### config.mk
export PLATFORM = sky130hd
export DESIGN_NAME = fetch_stage
export DESIGN_NICKNAME = d
export VERILOG_FILES = /design/src/rtl/fetch_pkg.sv /design/src/rtl/fetch_slot_fifo.sv /design/src/rtl/fetch_stage.sv
export SDC_FILE = /design/constraint.sdc
export NUM_CORES = 1
export LEC_CHECK = 0
export CAP_MARGIN = 20
export CORE_ASPECT_RATIO = 1.2
export CORE_UTILIZATION = 48
export DETAILED_ROUTE_END_ITERATION = 8
export PLACE_DENSITY_LB_ADDON = 0.25
export SLEW_MARGIN = 20
export SYNTH_ARGS = -nofsm -noshare
export SYNTH_HDL_FRONTEND = slang
export SYNTH_SLANG_ARGS = --single-unit
export TNS_END_PERCENT = 1
### constraint.sdc
create_clock -name clk -period 3 [get_ports clk]
set_clock_uncertainty 0.15 [all_clocks]
set_input_delay 0.6 -clock clk [delete_from_list [all_inputs] [get_ports clk]]
set_output_delay 0.6 -clock clk [all_outputs]
set_load 0.05 [all_outputs]
### src/rtl/fetch_pkg.sv
// Shared types and constants for the instruction fetch stage and its
// outstanding-request slot FIFO.
package fetch_pkg;

  localparam int unsigned FIFO_DEPTH = 2;
  localparam int unsigned PTR_W      = $clog2(FIFO_DEPTH);
  localparam int unsigned CNT_W      = $clog2(FIFO_DEPTH + 1);

  localparam logic [31:0] NOP_INST_DEFAULT = 32'h0000_0013;

  typedef struct packed {
    logic [31:0] pc;
    logic        epoch;
    logic        filled;
    logic [31:0] inst;
  } slot_t;

endpackage

### src/rtl/fetch_slot_fifo.sv
// In-order slot FIFO tracking outstanding instruction fetches; responses fill
// slots oldest-first and stale (pre-redirect) slots are discarded on response.
module fetch_slot_fifo
  import fetch_pkg::*;
(
  input  logic        clk,
  input  logic        rst,
  input  logic        cur_epoch,
  input  logic        push,
  input  logic [31:0] push_pc,
  input  logic        rsp_valid,
  input  logic [31:0] rsp_data,
  input  logic        pop,
  input  logic        flush,
  output logic        full,
  output logic        head_ready,
  output logic [31:0] head_pc,
  output logic [31:0] head_inst
);

  slot_t            slots  [FIFO_DEPTH];
  slot_t            nslots [FIFO_DEPTH];
  logic [PTR_W-1:0] hd, nhd, idx, tail;
  logic [CNT_W-1:0] cnt, ncnt, rm;
  logic             rsp_open;

  // Filled and stale slots always form a prefix of the queue, so every
  // removal (pop, stale drop, flush) just advances the head pointer.
  always_comb begin
    nslots   = slots;
    rm       = '0;
    rsp_open = rsp_valid;
    idx      = hd;
    for (int unsigned i = 0; i < FIFO_DEPTH; i++) begin
      idx = hd + PTR_W'(i);
      if (CNT_W'(i) < cnt && rsp_open && !nslots[idx].filled) begin
        rsp_open = 1'b0;
        if (nslots[idx].epoch != cur_epoch) begin
          rm = rm + CNT_W'(1);
        end else begin
          nslots[idx].filled = 1'b1;
          nslots[idx].inst   = rsp_data;
        end
      end
    end
    if (pop) rm = rm + CNT_W'(1);
    // Survivors keep the pre-toggle epoch so they read stale afterwards.
    if (flush) begin
      for (int unsigned i = 0; i < FIFO_DEPTH; i++) begin
        idx = hd + PTR_W'(i);
        if (CNT_W'(i) < cnt) begin
          if (nslots[idx].filled) rm = rm + CNT_W'(1);
          nslots[idx].epoch = cur_epoch;
        end
      end
    end
    tail = hd + PTR_W'(cnt);
    if (push) begin
      nslots[tail].pc     = push_pc;
      nslots[tail].epoch  = cur_epoch;
      nslots[tail].filled = 1'b0;
      nslots[tail].inst   = '0;
    end
    nhd  = hd + PTR_W'(rm);
    ncnt = cnt - rm + CNT_W'(push);
  end

  always_ff @(posedge clk) begin
    if (rst) begin
      hd  <= '0;
      cnt <= '0;
      for (int unsigned i = 0; i < FIFO_DEPTH; i++) slots[i] <= '0;
    end else begin
      hd    <= nhd;
      cnt   <= ncnt;
      slots <= nslots;
    end
  end

  assign full       = (cnt == CNT_W'(FIFO_DEPTH));
  assign head_ready = (cnt != '0) && slots[hd].filled && (slots[hd].epoch == cur_epoch);
  assign head_pc    = slots[hd].pc;
  assign head_inst  = slots[hd].inst;

endmodule

### src/rtl/fetch_stage.sv
// Instruction fetch stage: PC/epoch tracking, request issue to instruction
// memory, and the IF/ID pipeline register fed from the slot FIFO.
module fetch_stage
  import fetch_pkg::*;
#(
  parameter logic [31:0] RESET_PC = 32'h0000_0000,
  parameter logic [31:0] NOP_INST = NOP_INST_DEFAULT
) (
  input  logic        clk,
  input  logic        rst,
  output logic        IMemReqValidF,
  input  logic        IMemReqReadyF,
  output logic [31:0] IMemAddrF,
  input  logic        IMemRspValidF,
  input  logic [31:0] IMemRdataF,
  input  logic        StallF,
  input  logic        StallD,
  input  logic        FlushD,
  input  logic        PCSrcE,
  input  logic [31:0] PCTargetE,
  output logic [31:0] InstD,
  output logic [31:0] PCD,
  output logic [31:0] PCPlus4D,
  output logic        ValidD
);

  logic [31:0] pcf;
  logic        epoch;
  logic        full;
  logic        head_ready;
  logic [31:0] head_pc;
  logic [31:0] head_inst;
  logic        accept;
  logic        pop;

  assign IMemReqValidF = !rst && !StallF && !PCSrcE && !full;
  assign IMemAddrF     = pcf;
  assign accept        = IMemReqValidF && IMemReqReadyF;
  assign pop           = !rst && !PCSrcE && !FlushD && !StallD && head_ready;

  fetch_slot_fifo u_slot_fifo (
    .clk        (clk),
    .rst        (rst),
    .cur_epoch  (epoch),
    .push       (accept),
    .push_pc    (pcf),
    .rsp_valid  (IMemRspValidF),
    .rsp_data   (IMemRdataF),
    .pop        (pop),
    .flush      (PCSrcE),
    .full       (full),
    .head_ready (head_ready),
    .head_pc    (head_pc),
    .head_inst  (head_inst)
  );

  always_ff @(posedge clk) begin
    if (rst) begin
      pcf   <= RESET_PC;
      epoch <= 1'b0;
    end else if (PCSrcE) begin
      pcf   <= PCTargetE & 32'hFFFF_FFFC;
      epoch <= ~epoch;
    end else if (accept) begin
      pcf   <= pcf + 32'd4;
    end
  end

  always_ff @(posedge clk) begin
    if (rst) begin
      ValidD   <= 1'b0;
      InstD    <= NOP_INST;
      PCD      <= '0;
      PCPlus4D <= '0;
    end else if (PCSrcE || FlushD) begin
      ValidD <= 1'b0;
      InstD  <= NOP_INST;
    end else if (!StallD) begin
      if (head_ready) begin
        ValidD   <= 1'b1;
        InstD    <= head_inst;
        PCD      <= head_pc;
        PCPlus4D <= head_pc + 32'd4;
      end else begin
        ValidD <= 1'b0;
        InstD  <= NOP_INST;
      end
    end
  end

endmodule

==> metrics.cfg, run 1 <==
[clocking]
ctsHoldBuffers=0
clkLatencyLatePin_ps=530
clkSlewWorstSetupHoldPaths_ps=60
root_buffer=clkbuf_16
cts_tree=yes
htree_levels=1
cts_buffer_depth=3
cts-buffers-inserted=26
cts_sinks=255

[route]
drt_wl_total_mm=31.0
routed.top_layer=met5
wl_met1_mm=12.8
ant_nets=0
wl_met2_mm=15.4
met3_length_mm=1.88
vias=10200
viasPerCell=5.34
drtPass1Iterations=7
drt-initial-drc-count=614
drc=0
wl_per_cell_microns=16.2

[synthesis]
seq_area_frac_synth_pct=45.4
yosys_warnings=0
synth-simple-area-share_pct=20.9
yosys.area.top_type=dfxtp_1
synth_area_leaders=dfxtp_1 45%, nand2_1 9.8%, a21oi_1 7.4%
synthDistinctLibCells=60
synth_top_family_by_area=simple AND/OR/NAND/NOR gates
synth_compound_area_share_pct=15.2
yosys_most_used_dff=dfxtp_1
synth-xor-area-share_pct=3.12
netlist_instances=1350
synth-edff-count=0
synthesis.area_sq_mm=0.0112
synthMuxAreaShare_pct=10.4
synthAdderAreaFrac_pct=0.556
synth_common_cells=293 x nand2_1, 255 x dfxtp_1, 166 x a21oi_1, 139 x nor2_1, 67 x mux2i_1
synth.most_common_cell=nand2_1
synth.ff_latch_count=255
postSynthAreaPerCell_sq_um=8.33
synth_top_cell_area_share_pct=45.4
ys_async_sr_fraction_pct=0

[grt]
grt_pass1_wl_mm=49.8
grt_antenna_before_repair=2
grt_usage_pct=25.6
grt_pass1_vias=9832
grt_remaining_overflow=0
grt_max_degree=89

[placed_design]
numPortBuffers=193
dp_hpwl_mm=21.3
dp.cells=1853
routabilityCongestion=0.918

[die]
die_x_microns=142
core-area_sq_mm=0.0230
initial_core_util_pct=48.8
rows=61
die_y_microns=170
ioPinCount=202
dieArea_sq_mm=0.0240

[power_and_ir_drop]
p_seq_share_pct=44.2
p_switching_mw=2.15
power_mw=8.16
p_int_mw=6.01
swShare_pct=26.3
combPwrFrac_pct=15.2
p_leak_nw=5.32
power.density_mw_per_mm2=542
clockPowerShare_pct=40.6
ir_worst_vdd_mv=0.476

[worst_setup_path]
cp.arrival_ps=3400
cp-start-kind=register
crit_type=reg -> reg
worstPathRequired_ps=3260
path_max_fanout=5
end_kind=register

[sta]
setup_viol=1
fmax_mhz=319
fin_crit_ps=3140
rsz0062_at_grt=yes
final_hold_viol_count=0
finalWorstSetupSlack_ps=-136
relSlewSlack_pct=36.5
drv_slew=0
worst_slew_pin_slew_ps=953
fin_crit_sh_pct=105

[finish]
layout-drive-gt1-share_pct=13.9
fin_nets=1650
nFillCells=2003
area_growth_pct=33.7
n_antenna_cell=0
layout.cells.non_filler=1907

[outcome]
status=finished with violations
violations=setup timing

[flow_run]
drv_cap=0

[hold_path]
hold_path_class=reg -> reg

[sequential cells by signal (all words and copies together), names as in the netlist]
name	flops
IMemAddrF	30
InstD	32
PCD	30
PCPlus4D	30
ValidD	1
epoch	1
u_slot_fifo.cnt	2
u_slot_fifo.hd	1
u_slot_fifo.slots	128
[power groups by stage]
stage	clock (mW)	combinational, mW	sequential, mW
after floorplan	0	0.669	3.74
after global placement	0	1.17	3.67
after detailed placement	0	1.19	3.68
after CTS	3.37	1.21	3.60
after global routing	3.50	1.32	3.62
final	3.31	1.24	3.61
[worst max-delay path, stage by stage, from the launching register on]
cell and delay [ps]:
dfxtp_4 400, buf_4 150, mux2i_4 250, xnor2_2 110, ha_4 280, nand3_2 100, a21oi_4 170, xnor2_2 90
o21ai_2 200, xnor2_2 110, ha_1 280, inv_1 40, ha_2 160, xnor2_1 130, nor2b_1 130, mux2_4 280
[path summary, 6_finish.rpt]
path / slack (ps) / to / from / cells past startpoint
worst min register to register: 300 / PCPlus4D[22] / PCPlus4D[22] / 2
worst min-delay path: 300 / PCPlus4D[22] / PCPlus4D[22] / 2
worst max-delay path: -140 / u_slot_fifo.cnt[1] / u_slot_fifo.hd / 15
worst max register to register: -140 / u_slot_fifo.cnt[1] / u_slot_fifo.hd / 15
[metal layers]
layer / vias to the layer above / global-route usage (%)
met5: - / 0
met4: 2 / 8.56
met3: 59 / 4.40
met2: 299 / 47.0
met1: 4770 / 29.8
li1: 5052 / -
[placed cells by master (no fill, tap or decap), types with 5 or more instances in the layout]
master	count
clkdlybuf4s50_1	191
a211oi_1	26
nor4_1	5
a22oi_1	32
nand3b_1	12
nor2b_1	9
and3_1	6
mux2i_1	65
clkbuf_16	27
nor3_1	18
clkinv_2	5
clkbuf_8	6
nand2_1	293
o211ai_1	7
nand4_1	10
mux2_2	40
dfxtp_1	253
a21oi_1	165
nor2_1	137
inv_1	8
buf_4	89
xor2_1	9
buf_12	11
conb_1	6
o21ai_0	20
a21o_1	5
xnor2_1	26
nand3_1	25
[logic make-up (layout without fill, tap and decap cells)]
logic type / count (synthesis) / in the layout
adders and majority gates: 5 / 5
and+or+nand+nor: 545 / 545
other: 1 / 6
AOI/OAI and AO/OA: 282 / 282
buffers and inverters: 111 / 348
muxes: 111 / 111
DFF: 255 / 255
xor gates and xnor gates: 40 / 40
[through the flow]
| stage | hold WS, ps | instance area, sq um | utilization (%) | setup slack (ps) | setup TNS [ps] |
|---|---|---|---|---|---|
| after global routing | 310 | 15000 | 65.2 | -241 | -278 |
| after CTS | 301 | 14900 | 64.7 | -162 | -162 |
| after global placement | 289 | 14000 | 60.7 | -644 | -1640 |
| after detailed placement | 294 | 14000 | 60.7 | -707 | -4630 |
| final | 298 | 15000 | 65.2 | -136 | -136 |
| after floorplan | 283 | 11300 | - | -135 | -559 |
[final cells by class]
cell class                      instances  area (sq um)  share of cell area, %
Clock inverter                         10           108                  0.716
Sequential cell                       255          5110                   34.0
Multi-Input combinational cell        989          5800                   38.6
Inverter                                9          33.8                  0.225
Tap cell                              315           394                   2.62
Timing Repair Buffer                  292          2820                   18.7
Clock buffer                           37           773                   5.14
[timing repair]
item / in CTS / in global routing
setup buffers: 5 / 2
endpoints found under the setup margin: 1 / 11
gates resized for setup: 8 / 17
hold endpoints to repair: 0 / 0
pin swaps: 7 / 7
Note: power is estimated with default switching activity, not from simulation.
==> inputs of run 2 (changes only) <==
--- a/config.mk
+++ b/config.mk
@@ -9,7 +9,7 @@
 export CORE_ASPECT_RATIO = 1.2
 export CORE_UTILIZATION = 48
 export DETAILED_ROUTE_END_ITERATION = 8
-export PLACE_DENSITY_LB_ADDON = 0.25
+export PLACE_DENSITY_LB_ADDON = 0.12
 export SLEW_MARGIN = 20
 export SYNTH_ARGS = -nofsm -noshare
 export SYNTH_HDL_FRONTEND = slang
==> run 2 against run 1 <==
Effect of this change: the flow still finishes with violations (setup timing); global-route usage down 0.18 points; register-to-register slack hardly changed; design area down 0.71%; cell count is 0.31% lower; non-clock buffer count shrank 5; worst hold slack better by 2.1 ps; die area stayed put; total power down 1.9%; sequential power hardly changed; highest routed layer is now met4.
==> metrics.cfg, run 2 (synthesized netlist as in run 1, its figures left out) <==
[outcome]
status=finished with violations
violations=setup timing

[grt]
grt_remaining_overflow=0
grt_pass1_wl_mm=49.3
grt_pass1_vias=9815
grt_usage_pct=25.4
grt_max_degree=85
grt_antenna_before_repair=0

[power_and_ir_drop]
ir_worst_vdd_mv=0.428
power.density_mw_per_mm2=536
p_leak_nw=5.25
power_mw=8.00

[clocking]
clkLatencyLatePin_ps=530
htree_levels=1
cts_sinks=255
cts_tree=yes
ctsHoldBuffers=0
cts-buffers-inserted=26
root_buffer=clkbuf_16
clkSlewWorstSetupHoldPaths_ps=60
cts_buffer_depth=3

[sta]
setup_viol=2
drv_slew=0
finalWorstSetupSlack_ps=-142
rsz0062_at_grt=yes
relSlewSlack_pct=39.7
fmax_mhz=318
fin_crit_ps=3140
final_hold_viol_count=0
final.setup.tns_ps=-147
worst_slew_pin_slew_ps=905
fin_crit_sh_pct=105

[worst_setup_path]
timing.rr.end=u_slot_fifo.cnt[1]
cp-start-kind=register
path_max_fanout=6
worstPathRequired_ps=3270
crit_start=u_slot_fifo.hd
cp-endpoint=u_slot_fifo.cnt[1]
end_kind=register
ff2ff_path_depth=15
rr_startpoint=u_slot_fifo.hd
crit_type=reg -> reg
reg2reg_slack_ps=-140
cp.arrival_ps=3410

[placed_design]
routabilityCongestion=0.863
dp.cells=1851
dp_hpwl_mm=21.2
dpl_cell_area_sq_mm=0.0140
numPortBuffers=193

[finish]
layout_common_cells=293 x nand2_1, 254 x dfxtp_1, 191 x clkdlybuf4s50_1
layout.cells.non_filler=1901
largest_reg_flops=128
final_area_sq_mm=0.0149
final_common_cell=nand2_1
utilization_pct=64.8
area_growth_pct=32.7
top_regs=u_slot_fifo.slots x128, InstD x32
nFillCells=2076
n_antenna_cell=0
layout-drive-gt1-share_pct=13.2
regMostFlops=u_slot_fifo.slots
fin_nets=1645

[die]
core-area_sq_mm=0.0230
dieArea_sq_mm=0.0240
ioPinCount=202
die_y_microns=170
rows=61
initial_core_util_pct=48.8
die_x_microns=142

[route]
ant_nets=0
drt_wl_total_mm=30.9
drt-initial-drc-count=439
wl_per_cell_microns=16.3
drtPass1Iterations=5
drc=0
vias=10200
viasPerCell=5.34

[hold_path]
hold_path_class=reg -> reg

[flow_run]
drv_cap=0

## run 2: worst min-delay path by stage
stage	slack (ps)	endpoint	depth (start not counted)	startpoint
finish	300	u_slot_fifo.slots[95]	2	u_slot_fifo.slots[95]
global route	320	PCPlus4D[24]	2	PCPlus4D[24]
CTS	300	PCPlus4D[15]	2	PCPlus4D[15]
detailed placement	300	PCPlus4D[15]	2	PCPlus4D[15]
global placement	290	PCPlus4D[27]	2	PCPlus4D[27]
floorplan	280	u_slot_fifo.slots[54]	2	u_slot_fifo.slots[54]
## run 2: worst max-delay path, cell delays in order (launching register included)
cell and delay (ps):
dfxtp_4 410, mux2i_4 280, xnor2_2 110, and2_4 150, ha_4 270, nand3_4 80
a21oi_4 150, xnor2_2 140, o21ai_2 110, xnor2_2 150, ha_1 270, inv_1 40
ha_2 160, xnor2_1 130, nor2b_1 130, mux2_4 290
## run 2: power by group
group	switching, mW	internal, mW
registers	0.0972	3.51
logic	0.691	0.513
clock network	1.31	1.88
## run 2: stage by stage
step                      hold slack, ps  setup slack, ps
after global routing                 321             -298
after floorplan                      283             -135
final                                300             -142
after detailed placement             295             -714
after CTS                            304             -150
after global placement               289             -604
## run 2: layer usage
metal	vias to the layer above	wire length (microns)	track usage, %
met4	0	779	7.81
met3	54	1550	3.89
li1	5051	-	-
met5	-	0	0
met2	256	15900	48.1
met1	4793	12700	29.0
## run 2: layout make-up
cell class / instances / area, sq um / area share, %
clock inverters: 7 / 63.8 / 0.427
flip-flops and latches: 255 / 5110 / 34.2
clock buffers: 39 / 781 / 5.23
multi-input cells: 989 / 5780 / 38.7
inverters: 9 / 33.8 / 0.226
well taps: 315 / 394 / 2.64
repair buffers: 287 / 2760 / 18.5
## run 2: timing repair
action                                  in CTS  in global routing
pin swaps                                    1                  5
cloned                                       0                  0
buffers inserted                             2                  2
gates resized for setup                      7                 11
endpoints found under the setup margin      12                 11
